===== src/rtl/seq_divider.sv =====
// seq_divider: multi-cycle restoring divider for RV32M DIV/DIVU/REM/REMU.
// One quotient bit per CALC cycle. Signed operands are reduced to magnitudes
// on entry; the signs are reapplied in FIX.
// Optional macro SEQ_DIVIDER_FAST_SPECIAL_EN: divide-by-zero and signed
// overflow skip CALC and go straight to FIX. Results are the same either way.
module seq_divider #(
  parameter int WIDTH = 32
) (
  input  logic             clk,
  input  logic             rst,
  input  logic             start,
  input  logic [1:0]       op,
  input  logic [WIDTH-1:0] dividend,
  input  logic [WIDTH-1:0] divisor,
  output logic             busy,
  output logic             done,
  output logic [WIDTH-1:0] result
);

  typedef enum logic [1:0] {IDLE, CALC, FIX} state_t;

  localparam int CW = $clog2(WIDTH + 1);
  localparam logic [WIDTH-1:0] MIN_INT = {1'b1, {(WIDTH-1){1'b0}}};

  state_t           state;
  logic [CW-1:0]    cnt;
  logic [WIDTH-1:0] rem_r;     // partial remainder, always < divisor magnitude
  logic [WIDTH-1:0] quo_r;     // dividend magnitude shifts out, quotient shifts in
  logic [WIDTH-1:0] bmag_r;
  logic [WIDTH-1:0] a_r;       // original dividend, needed for special results
  logic             neg_q_r;
  logic             neg_r_r;
  logic             is_rem_r;
  logic             div0_r;
  logic             ovf_r;

  // operand conditioning for the cycle start is accepted
  logic             sgn_op;
  logic             a_neg;
  logic             b_neg;
  logic [WIDTH-1:0] a_mag;
  logic [WIDTH-1:0] b_mag;
  logic             is_div0;
  logic             is_ovf;

  assign sgn_op  = ~op[0];
  assign a_neg   = sgn_op & dividend[WIDTH-1];
  assign b_neg   = sgn_op & divisor[WIDTH-1];
  assign a_mag   = a_neg ? -dividend : dividend;
  assign b_mag   = b_neg ? -divisor : divisor;
  assign is_div0 = (divisor == '0);
  assign is_ovf  = sgn_op & (dividend == MIN_INT) & (divisor == '1);

  // one restoring step: shift in next dividend bit, trial-subtract divisor
  logic [WIDTH:0]   rem_sh;
  logic [WIDTH:0]   trial;
  assign rem_sh = {rem_r, quo_r[WIDTH-1]};
  assign trial  = rem_sh - {1'b0, bmag_r};

  // sign-corrected results with special-case overrides, used in FIX
  logic [WIDTH-1:0] quo_fix;
  logic [WIDTH-1:0] rem_fix;
  always_comb begin
    quo_fix = neg_q_r ? -quo_r : quo_r;
    rem_fix = neg_r_r ? -rem_r : rem_r;
    if (div0_r) begin
      quo_fix = '1;
      rem_fix = a_r;
    end else if (ovf_r) begin
      quo_fix = a_r;
      rem_fix = '0;
    end
  end

  // control FSM and datapath registers
  always_ff @(posedge clk) begin
    if (rst) begin
      state    <= IDLE;
      cnt      <= '0;
      rem_r    <= '0;
      quo_r    <= '0;
      bmag_r   <= '0;
      a_r      <= '0;
      neg_q_r  <= 1'b0;
      neg_r_r  <= 1'b0;
      is_rem_r <= 1'b0;
      div0_r   <= 1'b0;
      ovf_r    <= 1'b0;
      busy     <= 1'b0;
      done     <= 1'b0;
      result   <= '0;
    end else begin
      done <= 1'b0;
      case (state)
        IDLE: begin
          if (start) begin
            cnt      <= '0;
            rem_r    <= '0;
            quo_r    <= a_mag;
            bmag_r   <= b_mag;
            a_r      <= dividend;
            neg_q_r  <= a_neg ^ b_neg;
            neg_r_r  <= a_neg;
            is_rem_r <= op[1];
            div0_r   <= is_div0;
            ovf_r    <= is_ovf;
            busy     <= 1'b1;
`ifdef SEQ_DIVIDER_FAST_SPECIAL_EN
            state    <= (is_div0 | is_ovf) ? FIX : CALC;
`else
            state    <= CALC;
`endif
          end
        end
        CALC: begin
          // trial[WIDTH] set means the subtraction went negative: restore
          rem_r <= trial[WIDTH] ? rem_sh[WIDTH-1:0] : trial[WIDTH-1:0];
          quo_r <= {quo_r[WIDTH-2:0], ~trial[WIDTH]};
          cnt   <= cnt + CW'(1);
          if (cnt == CW'(WIDTH - 1)) state <= FIX;
        end
        FIX: begin
          result <= is_rem_r ? rem_fix : quo_fix;
          busy   <= 1'b0;
          done   <= 1'b1;
          state  <= IDLE;
        end
        default: state <= IDLE;
      endcase
    end
  end

endmodule

===== config.mk =====
export PLATFORM = sky130hd
export DESIGN_NAME = seq_divider
export DESIGN_NICKNAME = d
export VERILOG_FILES = /design/src/rtl/seq_divider.sv
export SDC_FILE = /design/constraint.sdc
export NUM_CORES = 1
export LEC_CHECK = 0
export BUFFER_PORTS_ARGS = -buffer_cell sky130_fd_sc_hd__buf_2
export CORE_ASPECT_RATIO = 2
export CORE_UTILIZATION = 45
export DETAILED_ROUTE_END_ITERATION = 6
export PLACE_DENSITY = 0.71
export SYNTH_ARGS = -nofsm -noshare
export SYNTH_HDL_FRONTEND = slang
export SYNTH_SLANG_ARGS = --single-unit

===== constraint.sdc =====
create_clock -name clk -period 3.24 [get_ports clk]
set_clock_uncertainty 0.2 [all_clocks]
set_input_delay 0.324 -clock clk [delete_from_list [all_inputs] [get_ports clk]]
set_output_delay 0.324 -clock clk [all_outputs]
set_load 0.02 [all_outputs]

# After elaboration in Yosys (flattened, before gate mapping)
# Cells that the tools add are included.
# word_totals
in_bits,69
regBits,175
word_cells,64
out_inout_bits,34
# classes
addsub,6
n_eq_ne,7
reduce_logical,8
bitwise_logic,7
muxes,22
# ops
cell,n
32-bit 2-to-1 mux,12
32-bit negator,4
32-bit case mux with 2 select lines,2
"32-bit == test, second input constant",2
33-bit by 32-bit subtractor with 33-bit output,1
32-bit logical NOT,1
6-bit case mux with 2 select lines,1
2-bit AND reduction,4
"6-bit by 1-bit adder with 6-bit output, second input constant",1
"6-bit by 5-bit == test with 1-bit output, second input constant",1
6-bit 2-to-1 mux,1
1-bit bitwise AND,4
2-bit 2-to-1 mux,2
"2-bit != test, second input constant",2
2-bit case mux with 2 select lines,1
2-bit nonzero test,2
"2-bit by 1-bit == test with 1-bit output, second input constant",1
"2-bit == test, second input constant",1
2-bit logical NOT,1
1-bit 2-to-1 mux,2
1-bit NOT,2
1-bit case mux with 2 select lines,1
1-bit XOR,1

# Longest topological paths before layout
# Gate-level depths: netlist (run 1).
# depth
word_depth,5
ltp_mapped,14
ltp_nobuf,12

# Least setup slack after synthesis (run 1)
# OpenSTA, ideal clock, no wires.
# synth_path
kind,reg-to-reg
start,register quo_r[9]
end,register result[31]
path_stages_with_launch,10
setup_ns,0.117
path_buffers,0
setup_slack_ns,-0.321
t_arrival_ns,3.244
synth_period_minus_slack_ns,3.561
cell_sequence,dfxtp_1 or4_4 or4_4 or4_1 or3_4 or4_4 o31ai_1 xnor2_1 nand2_1 a32o_1
# synth_between
elab_chain_cells,5
# synth_rtl
item,line,source
"start, declared",28,logic [WIDTH-1:0] quo_r;
"start signal, assigned",99,quo_r <= a_mag;
"start signal, assigned",118,"quo_r <= {quo_r[WIDTH-2:0], ~trial[WIDTH]};"
32-bit negator,64,quo_fix = neg_q_r ? -quo_r : quo_r;
32-bit 2-to-1 mux,64,
32-bit 2-to-1 mux,69,end else if (ovf_r) begin
32-bit 2-to-1 mux,66,if (div0_r) begin
32-bit 2-to-1 mux,123,result <= is_rem_r ? rem_fix : quo_fix;
"end signal, assigned",123,
"end, declared",17,output logic [WIDTH-1:0] result
# No other way between the ends.
# A chain may end at the register's enable or synchronous reset.

# Worst setup path after layout (run 1)
# Ends and elaborated chain as after synthesis.

==> out/metrics.yaml, run 1 <==
worst_setup_path:
  max_stage_delay_ps: 530
  slowest_stage: "or4_4"
  cp_max_fo: 3
  path_common_cell: "or4_4"
  path_class: "register to register"
  cp_cell_sequence: "or4_4 -> or4_4 -> or4_4 -> or3_4 -> or4_4 -> o31ai_4 -> xnor2_1 -> nand2_1 -> a32o_1"
  worstPathRequired_ps: 3390
  cp-end-kind: "register"
  worstPathArrival_ps: 3710
  startpoint_type: "register"
floorplan:
  rows: 83
  die_width_um: 116
  dieArea_sq_um: 26800
  start_util_pct: 45.8
  die_h_um: 231
  ios: 103
  core_area_sq_um: 25700
timing:
  finalCriticalPeriod_ps: 3560
  fin_ws_ps: -318
  hold_viol: 1
  slew_violations: 1
  fin_hold_ws_ps: -1.62
  setup_viol_count_final: 10
  finalCritPeriodShare_pct: 110
  tightest_slew_ps: 1600
  max_slew_margin_pct: -6.61
  rsz0062_at_grt: "true"
  max_clock_freq_ghz: 0.281
logic_synthesis:
  syn_inst: 1572
  ys_seq_area_share_pct: 29.8
  syn-num-nets: 1680
  synth_top_family_by_area: "compound AO/OA/AOI/OAI gates"
  synth_cell_types: 64
  synth_edf_count: 0
  synth-warning-count: 0
  synth_area_sq_um: 11800
  ys_async_sr_fraction_pct: 0
  yosys.area_share.simple_pct: 22.2
  synth_xor_area_share_pct: 10.3
  ys.flop_type: "dfxtp_1"
  synth_mux_area_share_pct: 0.607
  synth_seq_cells: 175
  syn_avg_cell_area_sq_um: 7.47
  synth-compound-area-share_pct: 27.8
  yosys.area_share.adder_pct: 4.22
global_route:
  antenna_found_initial: 0
  grt_pass1_vias: 12748
  grt_start_max_net_pins: 125
  gr-usage-all-layers_pct: 37.2
  grt_first_pass_wirelength_um: 73200
  grt-ovfl-total: 0
clocking:
  cts_sinks: 175
  clkSlewWorstSetupHoldPaths_ps: 70
  cts_root_buf: "clkbuf_16"
  cts_htree_levels: 4
  clockBufferDepth: 2
  cts_tree: "done"
  cts_buffers: 17
  insertion_delay_ps: 460
detailed_routing:
  drtAntennaViolNets: 0
  drc: 0
  vias: 13356
  dr.pass1.iters: 7
  wire_per_inst_um: 22.7
  drtIter0Drc: 1548
  wirelength_um: 48900
  routed_via_density: 6.21
finish:
  multi_input_area_sq_um: 7990
  fin_nets: 1907
  n_antenna_cell: 0
  nFillCells: 2424
  register_area_sq_um: 3510
  drive_gt1_share_pct: 21.8
  syn2layout_area_growth_pct: 27.0
  final_cell_area_sq_um: 14900
place:
  dpl-instance-area_sq_um: 13800
  port_buffers: 102
  dp_hpwl_um: 35300
  gp_congestion: 1.05
job:
  maxCapViolations: 0
pwr:
  peakVddDrop_mv: 0.369
  p_per_area_nw_per_um2: 499
  total_power_mw: 7.44
  p_leak_nw: 6.16
outcome:
  violations: "hold timing, slew limit, setup timing"
  outcome: "complete, but fails checks"
min_path:
  hold_class: "input pin to register"
==> layout make-up <==
type                       count  area share, %
clock buffer                  21           3.02
multi-input combinational   1238           53.5
sequential                   175           23.5
timing repair buffer         313           14.7
inverter                      54           1.36
clock inverter                10           1.08
tap                          340           2.85
==> logic make-up (layout without fill, tap and decap cells) <==
| kind of cell | Yosys count | count (layout) |
|---|---|---|
| flip-flops | 175 | 175 |
| multiplexers | 7 | 7 |
| AO/OA/AOI/OAI | 503 | 503 |
| XOR/XNOR | 138 | 138 |
| AND/OR/NAND/NOR | 551 | 551 |
| adder cells (fa/ha/maj) | 39 | 39 |
| buffers and inverters | 159 | 398 |
==> state kept, by name (all words and copies together), names as in the netlist <==
| register | cells |
|---|---|
| neg_r_r | 1 |
| is_rem_r | 1 |
| neg_q_r | 1 |
| bmag_r | 32 |
| ovf_r | 1 |
| busy | 1 |
| result | 32 |
| state | 2 |
| done | 1 |
| div0_r | 1 |
| rem_r | 32 |
| cnt | 6 |
| a_r | 32 |
| quo_r | 32 |
==> power by group <==
group	internal, mW	switching, mW	total, mW
clock network	1.31	0.912	2.22
registers	2.28	0.121	2.40
logic	1.18	1.64	2.82
total	4.77	2.67	7.44
==> critical path, delay by kind of cell, from the launching register on <==
kind             cells  cell delay, ps
XOR/XNOR             1             150
AND/OR/NAND/NOR      6            2310
flip-flops           1             320
AO/OA/AOI/OAI        2             460
==> synthesized netlist by cell type, types with 11 or more instances <==
master	n	area, sq um
a211oi_1	26	195
a21o_1	26	195
a21oi_1	166	831
a22oi_1	30	225
buf_1	13	48.8
clkbuf_1	91	342
dfxtp_1	175	3500
ha_1	38	475
inv_1	53	199
nand2_1	244	916
nand2b_1	24	150
nand3_1	16	80.1
nand4_1	39	244
nor2_1	100	375
nor2b_1	12	75.1
nor3_1	23	115
nor4_1	19	119
o211ai_1	36	270
o21ai_0	80	400
o221ai_1	11	96.3
o22ai_1	15	93.8
o31ai_1	24	180
o41ai_1	12	105
or3_1	18	113
or4_1	15	113
xnor2_1	58	508
xor2_1	80	701
==> layout by cell type, fill, tap and decap left out, drive strengths merged, types with 11 or more instances in the layout <==
cell type,count
a211oi,26
a21o,26
a21oi,166
a22oi,30
buf,296
clkbuf,21
dfxtp,175
dlygate4sd3,17
ha,38
inv,54
nand2,244
nand2b,24
nand3,16
nand4,39
nor2,100
nor2b,12
nor3,23
nor4,19
o211ai,36
o21ai,80
o221ai,11
o22ai,15
o31ai,24
o41ai,13
or3,19
or4,18
xnor2,58
xor2,80
==> metrics by stage <==
step,setup TNS [ps],setup slack [ps],util [%],std cells
2_1_floorplan,-828,-265,-,1572
5_1_grt,-2460,-394,58.2,2151
6_report,-1700,-318,58.2,2151
3_5_place_dp,-11650,-403,53.8,2096
4_1_cts,-1540,-305,57.2,2147
3_3_place_gp,-7890,-301,53.8,2096
==> path summary, 6_finish.rpt <==
path	from	end	slack, ps	cells after the start
max	quo_r[9]	result[31]	-320	9
min	dividend[25]	a_r[25]	-2	3
min reg2reg	result[16]	result[16]	250	2
max reg2reg	quo_r[9]	result[31]	-320	9
==> routing by layer <==
metal | share of wire, % | wire length, um | up-vias | track usage [%]
met4 | 11 | 5370 | 0 | 35.7
met2 | 50 | 24300 | 654 | 62.2
li1 | - | - | 6152 | -
met3 | 7.7 | 3760 | 256 | 11.6
met5 | 0 | 0 | - | 0
met1 | 32 | 15500 | 6294 | 34.9
==> repair_timing <==
action | CTS | global route
endpoints found under the hold margin | 17 | 0
gates resized for setup | 19 | 48
pin swaps | 8 | 26
hold buffers | 17 | 0
endpoints found under the setup margin | 42 | 50
setup buffers | 3 | 4
(Power assumes the default switching activity.)
==> run 2: changes to the inputs <==
Settings changed: SETUP_SLACK_MARGIN set to 0.2.
==> run 2 against run 1 <==
The flow finishes with violations (slew limit, setup timing). Sequential power is essentially flat. Register-to-register slack worse by 130 ps. Power up 6.1%. Combinational power increased by 21%. Die area did not move. Worst hold slack gained 4.6 ps. First-iteration DRC count down 33%. Final cell count is 1.3% higher. Routed wire length up 2.8%. Highest routed layer unchanged.
==> out/metrics.yaml, run 2 (synthesis gave the netlist of run 1 again) <==
clocking:
  insertion_delay_ps: 460  # about the same
  cts_tree: "done"
  clockBufferDepth: 2  # unchanged
  cts_buffers: 17  # unchanged
  cts_htree_levels: 4  # unchanged
  cts_root_buf: "clkbuf_16"
  clkSlewWorstSetupHoldPaths_ps: 70  # about the same
  cts_sinks: 175  # unchanged
finish:
  n_antenna_cell: 0  # unchanged
  final_common_cell: "nand2_1"
  post-route-util_pct: 61.3  # +3.2 points
  layout_common_cells: "236 x nand2_1, 190 x buf_4, 161 x dfxtp_1, 151 x a21oi_1, 101 x buf_2"
  syn2layout_area_growth_pct: 33.9
  drive_gt1_share_pct: 27.2  # +5.4 points
  final_cells: 2180  # +1.3%
  nFillCells: 2242  # -7.5%
  register_area_sq_um: 3520  # +0.39%
  multi_input_area_sq_um: 8440  # +5.8%
  fin_nets: 1935  # +1.5%
detailed_routing:
  wire_per_inst_um: 23.1  # +1.4%
  vias: 13408  # +0.39%
  dr.pass1.iters: 6  # -1
  drtAntennaViolNets: 0  # unchanged
  wirelength_um: 50300  # +2.8%
  drtIter0Drc: 1033  # -33%
  routed_via_density: 6.15  # -0.95%
  drc: 0  # unchanged
floorplan:
  dieArea_sq_um: 26800  # unchanged
  rows: 83  # unchanged
  die_h_um: 231  # unchanged
  core_area_sq_um: 25700  # unchanged
  start_util_pct: 45.8  # unchanged
  die_width_um: 116  # unchanged
  ios: 103  # unchanged
timing:
  max_clock_freq_ghz: 0.271  # -3.6%
  fin_ws_ps: -451  # -133 ps
  max_slew_margin_pct: -14.9  # -8.3 points
  setup_viol_count_final: 11  # +1
  finalCritPeriodShare_pct: 114  # +4.1 points
  rsz0062_at_grt: "true"
  slew_violations: 2  # +1
  hold_viol: 0  # -1
  tightest_slew_ps: 1720  # +124 ps
  finalCriticalPeriod_ps: 3690  # +133 ps
pwr:
  p_leak_nw: 6.39  # +3.7%
  swShare_pct: 37.5  # +1.6 points
  p_clk_share_pct: 26.3  # -3.5 points
  internal-power_mw: 4.94  # +3.5%
  peakVddDrop_mv: 0.412  # +12%
  total_power_mw: 7.90  # +6.1%
  share_comb_of_total_power_pct: 43.1  # +5.2 points
  p_sw_mw: 2.96  # +11%
  power_frac_seq_pct: 30.6  # -1.7 points
  p_per_area_nw_per_um2: 502  # +0.63%
place:
  gp_congestion: 1.04  # -1.5%
  port_buffers: 102  # unchanged
  dp.cells: 2085  # -0.52%
  dp_hpwl_um: 35600  # +0.83%
global_route:
  antenna_found_initial: 0  # unchanged
  grt_start_max_net_pins: 80  # -36%
  grt_first_pass_wirelength_um: 72800  # -0.46%
  gr-usage-all-layers_pct: 37.3  # about the same
  grt-ovfl-total: 0  # unchanged
  grt_pass1_vias: 12934  # +1.5%
min_path:
  min_path_cells: 3  # unchanged
  worstHoldStart: "divisor[17]"
  holdPathEnd: "bmag_r[17]"
  hold_class: "input pin to register"
outcome:
  violations: "slew limit, setup timing"
  outcome: "complete, but fails checks"
worst_setup_path:
  r2r_slack_ps: -450  # -130 ps
  cp-end-kind: "register"
  crit-reg2reg-launch: "quo_r[9]"
  worstPathArrival_ps: 3830  # +120 ps
  cp_max_fo: 3  # unchanged
  startpoint_type: "register"
  worstPathRequired_ps: 3380  # about the same
  worstReg2RegEnd: "result[29]"
  worst_r2r_path_depth: 9  # unchanged
  path_class: "register to register"
job:
  maxCapViolations: 0  # unchanged
run 2: power by group through the flow:
| stage | clock, mW | combinational, mW | sequential (mW) |
|---|---|---|---|
| global placement | 0 | 2.51 | 2.44 |
| finish | 2.07 | 3.41 | 2.42 |
| global route | 2.17 | 3.60 | 2.43 |
| detailed placement | 0 | 2.55 | 2.44 |
| floorplan | 0 | 1.52 | 2.44 |
| CTS | 2.08 | 3.08 | 2.40 |
run 2: layer usage:
layer	routed length, um	global-route usage, %	vias up
li1	-	-	6222
met1	15600	32.4	6272
met2	24900	63.0	638
met3	3630	11.6	276
met4	6090	40.3	0
met5	0	0	-
run 2: how the worst max path moves through the flow:
stage / from / end / slack (ps) / cells past startpoint
6_report: quo_r[9] / result[29] / -450 / 9
5_1_grt: quo_r[9] / result[29] / -540 / 9
4_1_cts: quo_r[9] / result[29] / -390 / 9
3_5_place_dp: quo_r[9] / result[29] / -400 / 9
3_3_place_gp: quo_r[9] / result[29] / -350 / 9
2_1_floorplan: quo_r[9] / result[29] / -270 / 9
run 2: layout make-up:
cell class | instances | share of cell area (%)
Multi-Input combinational cell | 1238 | 53.7
Sequential cell | 175 | 22.4
Timing Repair Buffer | 341 | 16.3
Clock buffer | 19 | 2.81
Tap cell | 340 | 2.70
Inverter | 54 | 1.29
Clock inverter | 13 | 0.843
run 2: what timing repair did:
item,4_1_cts,5_1_grt
gates cloned,3,0
pin swaps,58,50
hold buffers,18,0
endpoints found under the hold margin,18,0
setup buffers,29,13
endpoints found under the setup margin,48,58
gates resized for setup,87,101
run 2: critical path, stage by stage (launching register included):
cell	delay, ps
dfxtp_2	320
or4_4	540
or4_4	520
or4_4	450
or3_4	390
or4_4	470
o41ai_4	230
xor2_1	180
a21oi_1	90
a22o_1	200
run 2: stage by stage:
step	instance area, sq um	hold WS [ps]	setup slack [ps]	TNS, ps
2_1_floorplan	11800	232	-265	-858
3_3_place_gp	13700	229	-353	-4960
3_5_place_dp	13700	235	-402	-7040
4_1_cts	15200	0.211	-392	-1940
5_1_grt	15700	13.8	-543	-3670
6_report	15700	2.96	-451	-2950
==> run 3: changes to the inputs <==
Settings changed: CTS_BUF_LIST set to sky130_fd_sc_hd__clkbuf_4 sky130_fd_sc_hd__clkbuf_8 sky130_fd_sc_hd__clkbuf_16.
==> run 3 against run 2 <==
The flow still finishes with violations (slew limit, setup timing). Routed wire length increased by 0.25%. Global-route usage about the same. Non-clock buffer count up 1. Clock power hardly changed. Combinational power about the same. Power increased by 0.15%. Critical endpoint unchanged. Largest power group unchanged.
==> out/metrics.yaml, run 3 (synthesis gave the netlist of run 1 again) <==
timing:
  max_slew_margin_pct: -9.66  # +5.3 points
  max_clock_freq_ghz: 0.271  # about the same
  setup_viol_count_final: 10  # -1
  tns_ps: -2930  # +17.8 ps
  tightest_slew_ps: 1640  # -78.8 ps
  rsz0062_at_grt: "true"
  slew_violations: 2  # unchanged
  finalCritPeriodShare_pct: 114  # about the same
  fin_ws_ps: -452  # -0.656 ps
  finalCriticalPeriod_ps: 3690  # +0.656 ps
  hold_viol: 0  # unchanged
finish:
  n_antenna_cell: 0  # unchanged
  nFillCells: 2240  # -0.089%
  final_common_cell: "nand2_1"
  final_cell_area_sq_um: 15700  # about the same
  layout_common_cells: "236 x nand2_1, 190 x buf_4, 162 x dfxtp_1, 151 x a21oi_1, 101 x buf_2"
  drive_gt1_share_pct: 27.2  # about the same
  syn2layout_area_growth_pct: 34.0  # about the same
  multi_input_area_sq_um: 8440  # unchanged
  fin_nets: 1936  # +0.052%
  register_area_sq_um: 3520  # about the same
clocking:
  cts_tree: "done"
  clkSlewWorstSetupHoldPaths_ps: 70  # about the same
  insertion_delay_ps: 460  # about the same
  cts_htree_levels: 4  # unchanged
  cts_sinks: 175  # unchanged
  cts_root_buf: "clkbuf_16"
  clockBufferDepth: 2  # unchanged
  cts_buffers: 17  # unchanged
place:
  port_buffers: 102  # unchanged
  dp_hpwl_um: 35600  # unchanged
  dpl_worst_slack_ps: -402  # unchanged
  gp_congestion: 1.04  # unchanged
  dpl-instance-area_sq_um: 13700  # unchanged
detailed_routing:
  dr.pass1.iters: 6  # unchanged
  drtIter0Drc: 1162  # +12%
  drc: 0  # unchanged
  wire_per_inst_um: 23.1  # +0.20%
  wirelength_um: 50400  # +0.25%
  drtAntennaViolNets: 0  # unchanged
  vias: 13477  # +0.51%
  routed_via_density: 6.18  # +0.47%
pwr:
  p_per_area_nw_per_um2: 502  # about the same
  peakVddDrop_mv: 0.415  # +0.65%
  swShare_pct: 37.5  # about the same
  internal-power_mw: 4.95  # +0.18%
  p_clk_share_pct: 26.3  # about the same
  share_comb_of_total_power_pct: 43.1  # about the same
  total_power_mw: 7.91  # +0.15%
  p_sw_mw: 2.96  # +0.10%
  p_leak_nw: 6.40  # +0.11%
  power_frac_seq_pct: 30.6  # about the same
worst_setup_path:
  cp_max_fo: 3  # unchanged
  worstPathArrival_ps: 3840  # about the same
  path_class: "register to register"
  cp-end-kind: "register"
  worstPathRequired_ps: 3380  # about the same
  crit_start: "quo_r[9]"
  startpoint_type: "register"
  crit-reg2reg-launch: "quo_r[9]"
global_route:
  grt_pass1_vias: 12933  # -0.0077%
  grt_start_max_net_pins: 80  # unchanged
  grt-ovfl-total: 0  # unchanged
  antenna_found_initial: 0  # unchanged
  grt_first_pass_wirelength_um: 72800  # about the same
  gr-usage-all-layers_pct: 37.3  # about the same
floorplan:
  ios: 103  # unchanged
  core_area_sq_um: 25700  # unchanged
  die_h_um: 231  # unchanged
  start_util_pct: 45.8  # unchanged
  rows: 83  # unchanged
  dieArea_sq_um: 26800  # unchanged
  die_width_um: 116  # unchanged
job:
  maxCapViolations: 0  # unchanged
min_path:
  worstHoldStart: "divisor[5]"
  hold_class: "input pin to register"
outcome:
  outcome: "complete, but fails checks"
  violations: "slew limit, setup timing"
run 3: cell types whose count changed in the layout (fill, tap and decap cells not counted), sizes merged:
| cell | change |
|---|---|
| dlygate4sd3 | +1 |
run 3: metal layers:
metal	vias up	GRT usage, %	share of wire (%)
li1	6224	-	-
met1	6301	32.3	31
met2	671	63.0	50
met3	281	11.6	7.3
met4	0	40.3	12
met5	-	0	0
run 3: stage by stage:
stage               util [%]  std cells  hold slack (ps)
CTS                     59.1       2168            0.822
global route            61.4       2181             13.8
floorplan                  -       1572              232
global placement        53.5       2085              229
detailed placement      53.5       2085              235
finish                  61.4       2181             9.44
run 3: critical path: stages, from the launching register on:
cell and delay (ps):
dfxtp_2 320, or4_4 540, or4_4 520, or4_4 450, or3_4 390, or4_4 470, o41ai_4 230, xor2_1 180
a21oi_1 90, a22o_1 200
run 3: cell type report:
class / count / area share [%]
multi-input cells: 1238 / 53.6
flip-flops and latches: 175 / 22.3
repair buffers: 342 / 16.4
clock buffers: 19 / 2.84
well taps: 340 / 2.70
inverters: 54 / 1.29
clock inverters: 13 / 0.842
run 3: final timing paths:
path / slack [ps] / end / depth (start not counted)
worst max-delay path: -450 / result[29] / 9
worst min-delay path: 9 / bmag_r[5] / 3
worst max register to register: -450 / result[29] / 9
worst min register to register: 240 / result[16] / 2
run 3: what timing repair did:
item | 4_1_cts | 5_1_grt
gates cloned | 3 | 0
endpoints found under the hold margin | 19 | 0
gates resized for setup | 87 | 100
pin swaps | 58 | 50
hold buffers | 19 | 0
buffers inserted | 29 | 13
endpoints found under the setup margin | 48 | 58
run 3: power by group through the flow:
stage          Sequential [mW]  Combinational [mW]  Clock, mW
2_1_floorplan             2.44                1.52          0
3_3_place_gp              2.44                2.51          0
3_5_place_dp              2.44                2.55          0
4_1_cts                   2.40                3.08       2.09
5_1_grt                   2.43                3.60       2.17
6_report                  2.42                3.41       2.08
